## src/rtl/ej32_pkg.sv

```systemverilog
// ---------------------------------------------------------------------------
// ej32_pkg : shared types and requester indices for the EJ32 memory arbiter
// Revision : 1.0 - initial release
// ---------------------------------------------------------------------------
`default_nettype none

package ej32_pkg;

    typedef enum logic [0:0] {
        ARB_IDLE = 1'b0,
        ARB_LOCK = 1'b1
    } arb_state_t;

    localparam int RQ_FETCH = 0;
    localparam int RQ_LS    = 1;
    localparam int RQ_IO    = 2;

    // Index width for n requesters; a single requester still gets one bit.
    function automatic int idx_w(input int n);
        return (n > 1) ? $clog2(n) : 1;
    endfunction

endpackage

`default_nettype wire

```

## src/rtl/ej32_rr_pick.sv

```systemverilog
// ---------------------------------------------------------------------------
// ej32_rr_pick : combinational round-robin picker, searches upward from last+1
// Revision     : 1.0 - initial release
// ---------------------------------------------------------------------------
`default_nettype none

module ej32_rr_pick
    import ej32_pkg::*;
#(
    parameter int NRQ = 3,
    parameter int LW  = idx_w(NRQ)
) (
    input  logic [NRQ-1:0] req,
    input  logic [LW-1:0]  last,
    output logic [NRQ-1:0] pick,
    output logic [LW-1:0]  idx,
    output logic           any
);

    logic [LW-1:0] cand;

    always_comb begin
        pick = '0;
        idx  = '0;
        any  = 1'b0;
        cand = '0;
        for (int k = 1; k <= NRQ; k++) begin
            cand = LW'((int'(last) + k) % NRQ);
            if (!any && req[cand]) begin
                any        = 1'b1;
                pick[cand] = 1'b1;
                idx        = cand;
            end
        end
    end

endmodule

`default_nettype wire

```

## src/rtl/ej32_mem_arb.sv

```systemverilog
// ---------------------------------------------------------------------------
// ej32_mem_arb : round-robin byte-SRAM arbiter with bounded locked bursts
// Revision     : 1.0 - initial release
// ---------------------------------------------------------------------------
`default_nettype none

module ej32_mem_arb
    import ej32_pkg::*;
#(
    parameter int ASZ     = 17,
    parameter int NRQ     = 3,
    parameter int MAXHOLD = 8
) (
    input  logic               clk,
    input  logic               rst,
    input  logic [NRQ-1:0]     req,
    input  logic [NRQ-1:0]     lock,
    input  logic [NRQ*ASZ-1:0] addr,
    input  logic [NRQ-1:0]     we,
    input  logic [NRQ*8-1:0]   wd,
    output logic [NRQ-1:0]     gnt,
    output logic [NRQ-1:0]     rvld,
    output logic [7:0]         rd,
    output logic [ASZ-1:0]     mem_a,
    output logic               mem_we,
    output logic [7:0]         mem_wd,
    input  logic [7:0]         mem_rd,
    output logic               ovf
);

    localparam int LW = idx_w(NRQ);
    localparam int CW = $clog2(MAXHOLD) + 1;

    arb_state_t     state;
    logic [LW-1:0]  owner;
    logic [LW-1:0]  last;
    logic [CW-1:0]  cnt;
    logic [NRQ-1:0] pick;
    logic [LW-1:0]  pick_idx;
    logic           pick_any;
    logic [LW-1:0]  sel;

    ej32_rr_pick #(
        .NRQ (NRQ),
        .LW  (LW)
    ) u_pick (
        .req  (req),
        .last (last),
        .pick (pick),
        .idx  (pick_idx),
        .any  (pick_any)
    );

    // Grants are combinational so the access completes in the request cycle.
    always_comb begin
        gnt = '0;
        sel = pick_idx;
        ovf = 1'b0;
        if (!rst) begin
            if (state == ARB_IDLE) begin
                gnt = pick;
            end else begin
                sel = owner;
                if (req[owner]) begin
                    gnt[owner] = 1'b1;
                    ovf        = (cnt == CW'(MAXHOLD - 1));
                end
            end
        end
    end

    always_comb begin
        mem_a  = '0;
        mem_we = 1'b0;
        mem_wd = '0;
        if (|gnt) begin
            mem_a  = addr[int'(sel)*ASZ +: ASZ];
            mem_we = we[sel];
            mem_wd = wd[int'(sel)*8 +: 8];
        end
    end

    assign rd = mem_rd;

    always_ff @(posedge clk or posedge rst) begin
        if (rst) begin
            state <= ARB_IDLE;
            owner <= '0;
            last  <= LW'(NRQ - 1);
            cnt   <= '0;
            rvld  <= '0;
        end else begin
            rvld <= gnt & ~we;
            case (state)
                ARB_IDLE: begin
                    if (pick_any) begin
                        last <= pick_idx;
                        if (lock[pick_idx]) begin
                            state <= ARB_LOCK;
                            owner <= pick_idx;
                            cnt   <= CW'(1);
                        end
                    end
                end
                ARB_LOCK: begin
                    // last already equals owner, so a broken lock yields priority.
                    if (!req[owner] || !lock[owner] || cnt == CW'(MAXHOLD - 1)) begin
                        state <= ARB_IDLE;
                    end else begin
                        cnt <= cnt + 1'b1;
                    end
                end
                default: state <= ARB_IDLE;
            endcase
        end
    end

endmodule

`default_nettype wire

```

## config.mk

```make
export PLATFORM = sky130hd
export DESIGN_NAME = ej32_mem_arb
export DESIGN_NICKNAME = d
export VERILOG_FILES = /design/src/rtl/ej32_pkg.sv /design/src/rtl/ej32_rr_pick.sv /design/src/rtl/ej32_mem_arb.sv
export SDC_FILE = /design/constraint.sdc
export NUM_CORES = 1
export LEC_CHECK = 0
export ABC_CLOCK_PERIOD_IN_PS = 4800
export CORE_ASPECT_RATIO = 1.4
export CORE_MARGIN = 3
export CORE_UTILIZATION = 35
export CTS_BUF_LIST = sky130_fd_sc_hd__clkbuf_2
export DETAILED_ROUTE_END_ITERATION = 10
export GPL_TIMING_DRIVEN = 0
export PLACE_DENSITY = 0.95
export SYNTH_ARGS = -nofsm -noshare
export SYNTH_HDL_FRONTEND = slang
export SYNTH_SLANG_ARGS = --single-unit
export TNS_END_PERCENT = 20
```

## constraint.sdc

```tcl
create_clock -name clk -period 4.8 [get_ports clk]
set_input_delay 0.96 -clock clk [delete_from_list [all_inputs] [get_ports clk]]
set_output_delay 0.96 -clock clk [all_outputs]
set_load 0.01 [all_outputs]
```

==> results.sh, run 1 <==
export IMPL_pwr_share_comb_pct=87.6
export IMPL_cts_root_buf="clkbuf_2"
export IMPL_yosysTopAreaCell="nand3_1"
export IMPL_tightest_slew_ns=0.518
export IMPL_place_gp_congestion=0.880
export IMPL_ys_warn_count=0
export IMPL_syn_avg_cell_area_um2=6.98
export IMPL_drtIter0Drc=134
export IMPL_drive_above_1_share_pct=14.4
export IMPL_place_hpwl_um=5500
export IMPL_crit_fanout=10
export IMPL_crit_type="input pin to primary output"
export IMPL_cts_max_path_buffers=2
export IMPL_p_leak_nw=1.21
export IMPL_ys_types=41
export IMPL_maxClockFrequency_ghz=0.212
export IMPL_start_util_pct=37.0
export IMPL_setup_violations=0
export IMPL_finish_instance_area_mm2=0.00316
export IMPL_clock_power_share_pct=3.0
export IMPL_drc=0
export IMPL_p_int_uw=901
export IMPL_synth_area_leaders="nand3_1, dfrtp_1, a31oi_1"
export IMPL_grt_max_degree=13
export IMPL_clk_latency_ns=0.27
export IMPL_fin_crit_ns=4.72
export IMPL_diodes=0
export IMPL_via_per_inst=5.53
export IMPL_pin_count=135
export IMPL_seq_area_frac_synth_pct=17.6
export IMPL_ys_seq_elements=12
export IMPL_die_height_um=88.9
export IMPL_p_sw_share_pct=49.4
export IMPL_final_max_slew_viol_count=0
export IMPL_fin_skew_ns=0.00494
export IMPL_grt_use_total_pct=22.3
export IMPL_first_global_vias=2414
export IMPL_netlist_area_mm2=0.00172
export IMPL_drt_pass1_iterations=7
export IMPL_finalCritPeriodShare_pct=98.2
export IMPL_ir_worst_vdd_uv=355
export IMPL_wl_per_cell_um=15.4
export IMPL_pwr_density_cell_mw_per_mm2=564
export IMPL_layout_common_cells="clkdlybuf4s50_1, nand3_1, nand2_1, a31oi_1, buf_4"
export IMPL_die_area_mm2=0.00580
export IMPL_drt_total_wl_um=6810
export IMPL_place_area_mm2=0.00305
export IMPL_hold_viol_final=0
export IMPL_final_setup_tns_ns=0
export IMPL_rows=29
export IMPL_cts_tree="done"
export IMPL_power_frac_seq_pct=9.4
export IMPL_dieWidth_um=65.2
export IMPL_hold_class="flip-flop to flip-flop"
export IMPL_status="completed"
export IMPL_drv_cap=0
export IMPL_end_kind="primary output"
export IMPL_postSynthCellCount=246
export IMPL_yosysTopAreaCellShare_pct=16.3
export IMPL_power_mw=1.78
export IMPL_synthesis_nets=345
export IMPL_final_common_cell="clkdlybuf4s50_1"
export IMPL_io_buffers=125
export IMPL_htree_num_levels=1
export IMPL_slew_headroom_pct=65.5
export IMPL_antenna_left=0
export IMPL_cp_arrival_ns=3.76
export IMPL_clk_pin_slew_ns=0.12
export IMPL_core_mm2=0.00464
export IMPL_antenna_found_initial=0
export IMPL_cts_hold_buf=0
export IMPL_vias=2448
export IMPL_area_growth_synth_to_final_pct=83.8
export IMPL_clkSinkCount=12
export IMPL_cp_start_kind="input pin"
export IMPL_finalNetCount=481
export IMPL_grt_pass1_wl_um=10400
export IMPL_cts_buffers=3
export IMPL_power_switching_uw=880
export IMPL_grt_overflow=0
export IMPL_required_ns=3.84
sequential cells by signal, indices dropped and copies added (netlist names):
| register | cells |
|---|---|
| state | 1 |
| rvld | 3 |
| owner | 2 |
| last | 2 |
| cnt | 4 |
layout make-up:
type,instances,area (um^2)
inverters,10,41.3
clock buffers,3,15.0
well taps,62,77.6
repair buffers,131,1300
fillers,386,1490
plain buffers,28,190
multi-input cells,196,1230
clock inverters,1,3.75
flip-flops and latches,12,302
routing by layer:
layer	vias up	part of all wire, %	global-route usage [%]
met1	1145	36	22.4
met4	0	2.5	8.87
met3	16	7.1	4.65
met5	-	0	0
met2	121	54	44.1
li1	1166	-	-
power by group through the flow:
stage                     sequential [mW]  combinational [mW]  clock (mW)
after floorplan                     0.163               0.914           0
after global placement              0.165                1.44           0
after detailed placement            0.168                1.47           0
after CTS                           0.165                1.48      0.0539
after global routing                0.172                1.70      0.0590
final                               0.167                1.56      0.0532
worst max-delay path: stages:
cell	delay, ns
clkdlybuf4s50_1	0.49
mux2_2	0.32
mux2i_2	0.27
nor2b_4	0.25
a311oi_1	0.13
a21oi_1	0.26
nor3_4	0.09
buf_2	0.20
a31oi_1	0.20
clkdlybuf4s50_1	0.58
worst paths after layout:
| check | start | end | slack [ns] | cells past startpoint |
|---|---|---|---|---|
| setup / recovery | req[0] | mem_a[12] | 0.08 | 10 |
| hold / removal | last[0]$_DFFE_PP0P_ | last[0]$_DFFE_PP0P_ | 0.56 | 2 |
| setup reg to reg | last[1]$_DFFE_PP1P_ | cnt[0]$_DFFE_PP0P_ | 2.08 | 11 |
| hold reg to reg | last[0]$_DFFE_PP0P_ | last[0]$_DFFE_PP0P_ | 0.56 | 2 |
| max in group asynchronous | rst | last[1]$_DFFE_PP1P_ | 3.32 | 3 |
| min in group asynchronous | rst | owner[0]$_DFFE_PP0P_ | 1.24 | 3 |
per-stage QoR:
step | cells | utilization [%] | hold WS [ns] | setup slack [ns]
after floorplan | 246 | - | 0.500 | 1.08
after global placement | 433 | 65.6 | 0.515 | -0.140
after detailed placement | 433 | 65.6 | 0.535 | -0.226
after CTS | 438 | 66.4 | 0.564 | 0.0253
after global routing | 443 | 68.0 | 0.580 | -0.0630
final | 443 | 68.0 | 0.560 | 0.0848
cells in the mapped netlist:
cell type	number
a21oi_2	1
inv_1	10
mux2i_2	3
nor2_1	6
o21ai_2	1
o21ai_0	12
a21oi_1	5
mux2_2	3
a21oi_4	1
nand2_1	34
a311oi_1	1
nor3_1	3
or2_2	1
nand3b_1	2
nand3_1	56
ha_1	5
nor2b_1	5
o211ai_1	1
dfrtp_1	11
nand4_1	1
a31o_2	1
mux2i_1	5
a31o_4	1
o21a_1	2
nor2b_2	1
buf_6	4
clkbuf_1	4
a31oi_4	1
buf_2	10
mux2_4	1
buf_4	9
nand2b_1	2
a31oi_1	32
a21o_1	1
nor3_2	1
nand4b_1	1
nor3b_1	3
dfstp_2	1
clkbuf_2	1
o22ai_1	2
o2bb2ai_1	1
cells by family after synthesis:
group / count (synthesis) / share of synthesized area [%]
AND/OR/NAND/NOR: 116 / 33.0
flip-flops: 12 / 17.6
adder cells (fa/ha/maj): 5 / 3.64
AO/OA/AOI/OAI: 63 / 24.8
buffers and inverters: 38 / 12.8
multiplexers: 12 / 8.16
repair_timing:
action / 4_1_cts / 5_1_grt
hold endpoints to repair: 0 / 0
gates resized for setup: 4 / 11
endpoints found under the setup margin: 26 / 26
pin swaps: 0 / 3
setup buffers: 1 / 5
Power figures use the tool's default switching activity.
==> run 2: changes to the inputs <==
--- a/config.mk
+++ b/config.mk
@@ -11,8 +11,9 @@
 export CORE_UTILIZATION = 35
 export CTS_BUF_LIST = sky130_fd_sc_hd__clkbuf_2
 export DETAILED_ROUTE_END_ITERATION = 10
+export GPL_ROUTABILITY_DRIVEN = 0
 export GPL_TIMING_DRIVEN = 0
-export PLACE_DENSITY = 0.95
+export PLACE_DENSITY = 0.89
 export SYNTH_ARGS = -nofsm -noshare
 export SYNTH_HDL_FRONTEND = slang
 export SYNTH_SLANG_ARGS = --single-unit
==> run 2 against run 1 <==
Effect of this change: global-route usage grew 0.52 points; flip-flop and latch count unchanged; die area is the same; clock skew increased by 0.010 ns; utilization is 0.38 points higher; sequential share of layout area down 0.053 points; via count increased by 0.16%; clock-buffer cell count unchanged; clock power rose by 4.1%; maximum frequency up 0.50%; hold slack gained 0.0020 ns; setup slack improved by 0.024 ns; critical path type unchanged; largest cell class unchanged.
==> results.sh, run 2 (synthesized netlist as in run 1, its figures left out) <==
export IMPL_grt_max_degree=13
export IMPL_drive_above_1_share_pct=15.0
export IMPL_final_core_util_pct=68.4
export IMPL_first_global_vias=2413
export IMPL_status="completed"
export IMPL_hold_class="flip-flop to flip-flop"
export IMPL_slew_headroom_pct=68.1
export IMPL_finalCritPeriodShare_pct=97.7
export IMPL_hold_viol_final=0
export IMPL_routed_wl_met3_um=567
export IMPL_p_sw_share_pct=49.9
export IMPL_setup_violations=0
export IMPL_required_ns=3.84
export IMPL_finalNetCount=480
export IMPL_top_register="cnt"
export IMPL_die_area_mm2=0.00580
export IMPL_dieWidth_um=65.2
export IMPL_area_growth_synth_to_final_pct=84.9
export IMPL_htree_num_levels=1
export IMPL_fin_crit_ns=4.69
export IMPL_power_frac_seq_pct=9.3
export IMPL_cts_tree="done"
export IMPL_cts_max_path_buffers=2
export IMPL_cts_buffers=3
export IMPL_worst_slack_ns=0.108
export IMPL_power_switching_uw=896
export IMPL_route_met2_wl_um=3850
export IMPL_finish_instance_area_mm2=0.00318
export IMPL_clk_pin_slew_ns=0.14
export IMPL_highest_layer="met4"
export IMPL_clkSinkCount=12
export IMPL_routedLengthMet1_um=2500
export IMPL_final_max_slew_viol_count=0
export IMPL_place_area_mm2=0.00305
export IMPL_cp_arrival_ns=3.73
export IMPL_diodes=0
export IMPL_pre_cts_slack_ns=-0.138
export IMPL_pin_count=135
export IMPL_cp_start_kind="input pin"
export IMPL_io_buffers=125
export IMPL_antenna_left=0
export IMPL_p_leak_nw=1.23
export IMPL_p_int_uw=901
export IMPL_drtIter0Drc=185
export IMPL_layout_common_cells="clkdlybuf4s50_1, nand3_1, nand2_1, a31oi_1, buf_4"
export IMPL_maxClockFrequency_ghz=0.213
export IMPL_final_seq_area_um2=302
export IMPL_tightest_slew_ns=0.478
export IMPL_via_per_inst=5.55
export IMPL_drt_total_wl_um=7050
export IMPL_start_util_pct=37.0
export IMPL_rows=29
export IMPL_vias=2452
export IMPL_crit_fanout=10
export IMPL_wl_per_cell_um=15.9
export IMPL_multi_input_area_mm2=0.00125
export IMPL_reg_top3="cnt x4, rvld x3"
export IMPL_clk_latency_ns=0.29
export IMPL_drt_pass1_iterations=5
export IMPL_ir_worst_vdd_uv=285
export IMPL_drc=0
export IMPL_fin_skew_ns=0.0152
export IMPL_die_height_um=88.9
export IMPL_cts_root_buf="clkbuf_2"
export IMPL_end_kind="primary output"
export IMPL_drv_cap=0
export IMPL_grt_overflow=0
export IMPL_crit_type="input pin to primary output"
export IMPL_core_mm2=0.00464
export IMPL_place_hpwl_um=5540
export IMPL_final_setup_tns_ns=0
export IMPL_antenna_found_initial=0
export IMPL_num_fill_cells=403
export IMPL_whs_ns=0.562
export IMPL_pwr_density_cell_mw_per_mm2=566
export IMPL_clock_power_share_pct=3.1
export IMPL_final_common_cell="clkdlybuf4s50_1"
export IMPL_grt_use_total_pct=22.9
export IMPL_grt_pass1_wl_um=10600
export IMPL_largest_register_ffs=4
export IMPL_pwr_share_comb_pct=87.7
run 2: changes by cell type in the layout (fill, tap and decap cells not counted), sizes merged:
cell / previous run / this run
buf: 29 / 27
clkbuf: 8 / 9
clkdlybuf4s50: 124 / 123
dlymetal6s2s: 1 / 2
run 2: per-layer routing:
layer / track usage, % / vias to the layer above
met2: 43.5 / 135
met3: 5.03 / 13
li1: - / 1163
met1: 24.4 / 1141
met5: 0 / -
met4: 8.49 / 0
run 2: path summary, 6_finish.rpt:
kind | from | endpoint | slack, ns | cells after the start
min in group asynchronous | rst | cnt[1]$_DFFE_PP0P_ | 1.22 | 3
worst min-delay path | last[0]$_DFFE_PP0P_ | last[0]$_DFFE_PP0P_ | 0.56 | 2
max in group asynchronous | rst | last[1]$_DFFE_PP1P_ | 3.35 | 3
worst min register to register | last[0]$_DFFE_PP0P_ | last[0]$_DFFE_PP0P_ | 0.56 | 2
worst max register to register | last[1]$_DFFE_PP1P_ | cnt[0]$_DFFE_PP0P_ | 2.09 | 11
worst max-delay path | req[0] | mem_wd[2] | 0.11 | 10
run 2: final cells by class:
class	count	area share [%]
repair buffers	130	40.7
multi-input cells	196	39.4
clock inverters	1	0.118
well taps	62	2.44
clock buffers	3	0.473
plain buffers	28	5.99
flip-flops and latches	12	9.50
inverters	10	1.30
run 2: stage by stage:
| stage | power, mW | std cells |
|---|---|---|
| 2_1_floorplan | 1.08 | 246 |
| 3_3_place_gp | 1.62 | 433 |
| 3_5_place_dp | 1.65 | 433 |
| 4_1_cts | 1.74 | 441 |
| 5_1_grt | 1.95 | 442 |
| 6_report | 1.80 | 442 |
run 2: critical path, cell delays in order:
cell and delay, ns:
clkdlybuf4s50_1 0.59, mux2i_2 0.13, o21a_1 0.19, buf_6 0.14, a31o_4 0.26, mux2i_4 0.23, buf_2 0.28, nand3_1 0.10
a31oi_1 0.26, clkdlybuf4s50_1 0.59
run 2: power groups by stage:
stage	combinational (mW)	clock, mW	sequential [mW]
6_report	1.58	0.0554	0.166
4_1_cts	1.52	0.0559	0.166
3_5_place_dp	1.48	0	0.168
5_1_grt	1.72	0.0595	0.171
3_3_place_gp	1.46	0	0.165
2_1_floorplan	0.914	0	0.163
run 2: what timing repair did:
| action | 4_1_cts | 5_1_grt |
|---|---|---|
| resized for setup | 5 | 14 |
| hold buffers | 0 | 0 |
| endpoints found under the setup margin | 26 | 26 |
| pin swaps | 1 | 1 |
| buffers inserted | 4 | 1 |
| gates cloned | 0 | 0 |
==> run 3: changes to the inputs <==
--- a/config.mk
+++ b/config.mk
@@ -10,6 +10,7 @@
 export CORE_MARGIN = 3
 export CORE_UTILIZATION = 35
 export CTS_BUF_LIST = sky130_fd_sc_hd__clkbuf_2
+export CTS_CLUSTER_SIZE = 12
 export DETAILED_ROUTE_END_ITERATION = 10
 export GPL_ROUTABILITY_DRIVEN = 0
 export GPL_TIMING_DRIVEN = 0
==> results of run 3 <==
Same layout as run 2: the final DEF is identical, and so are final timing and power.
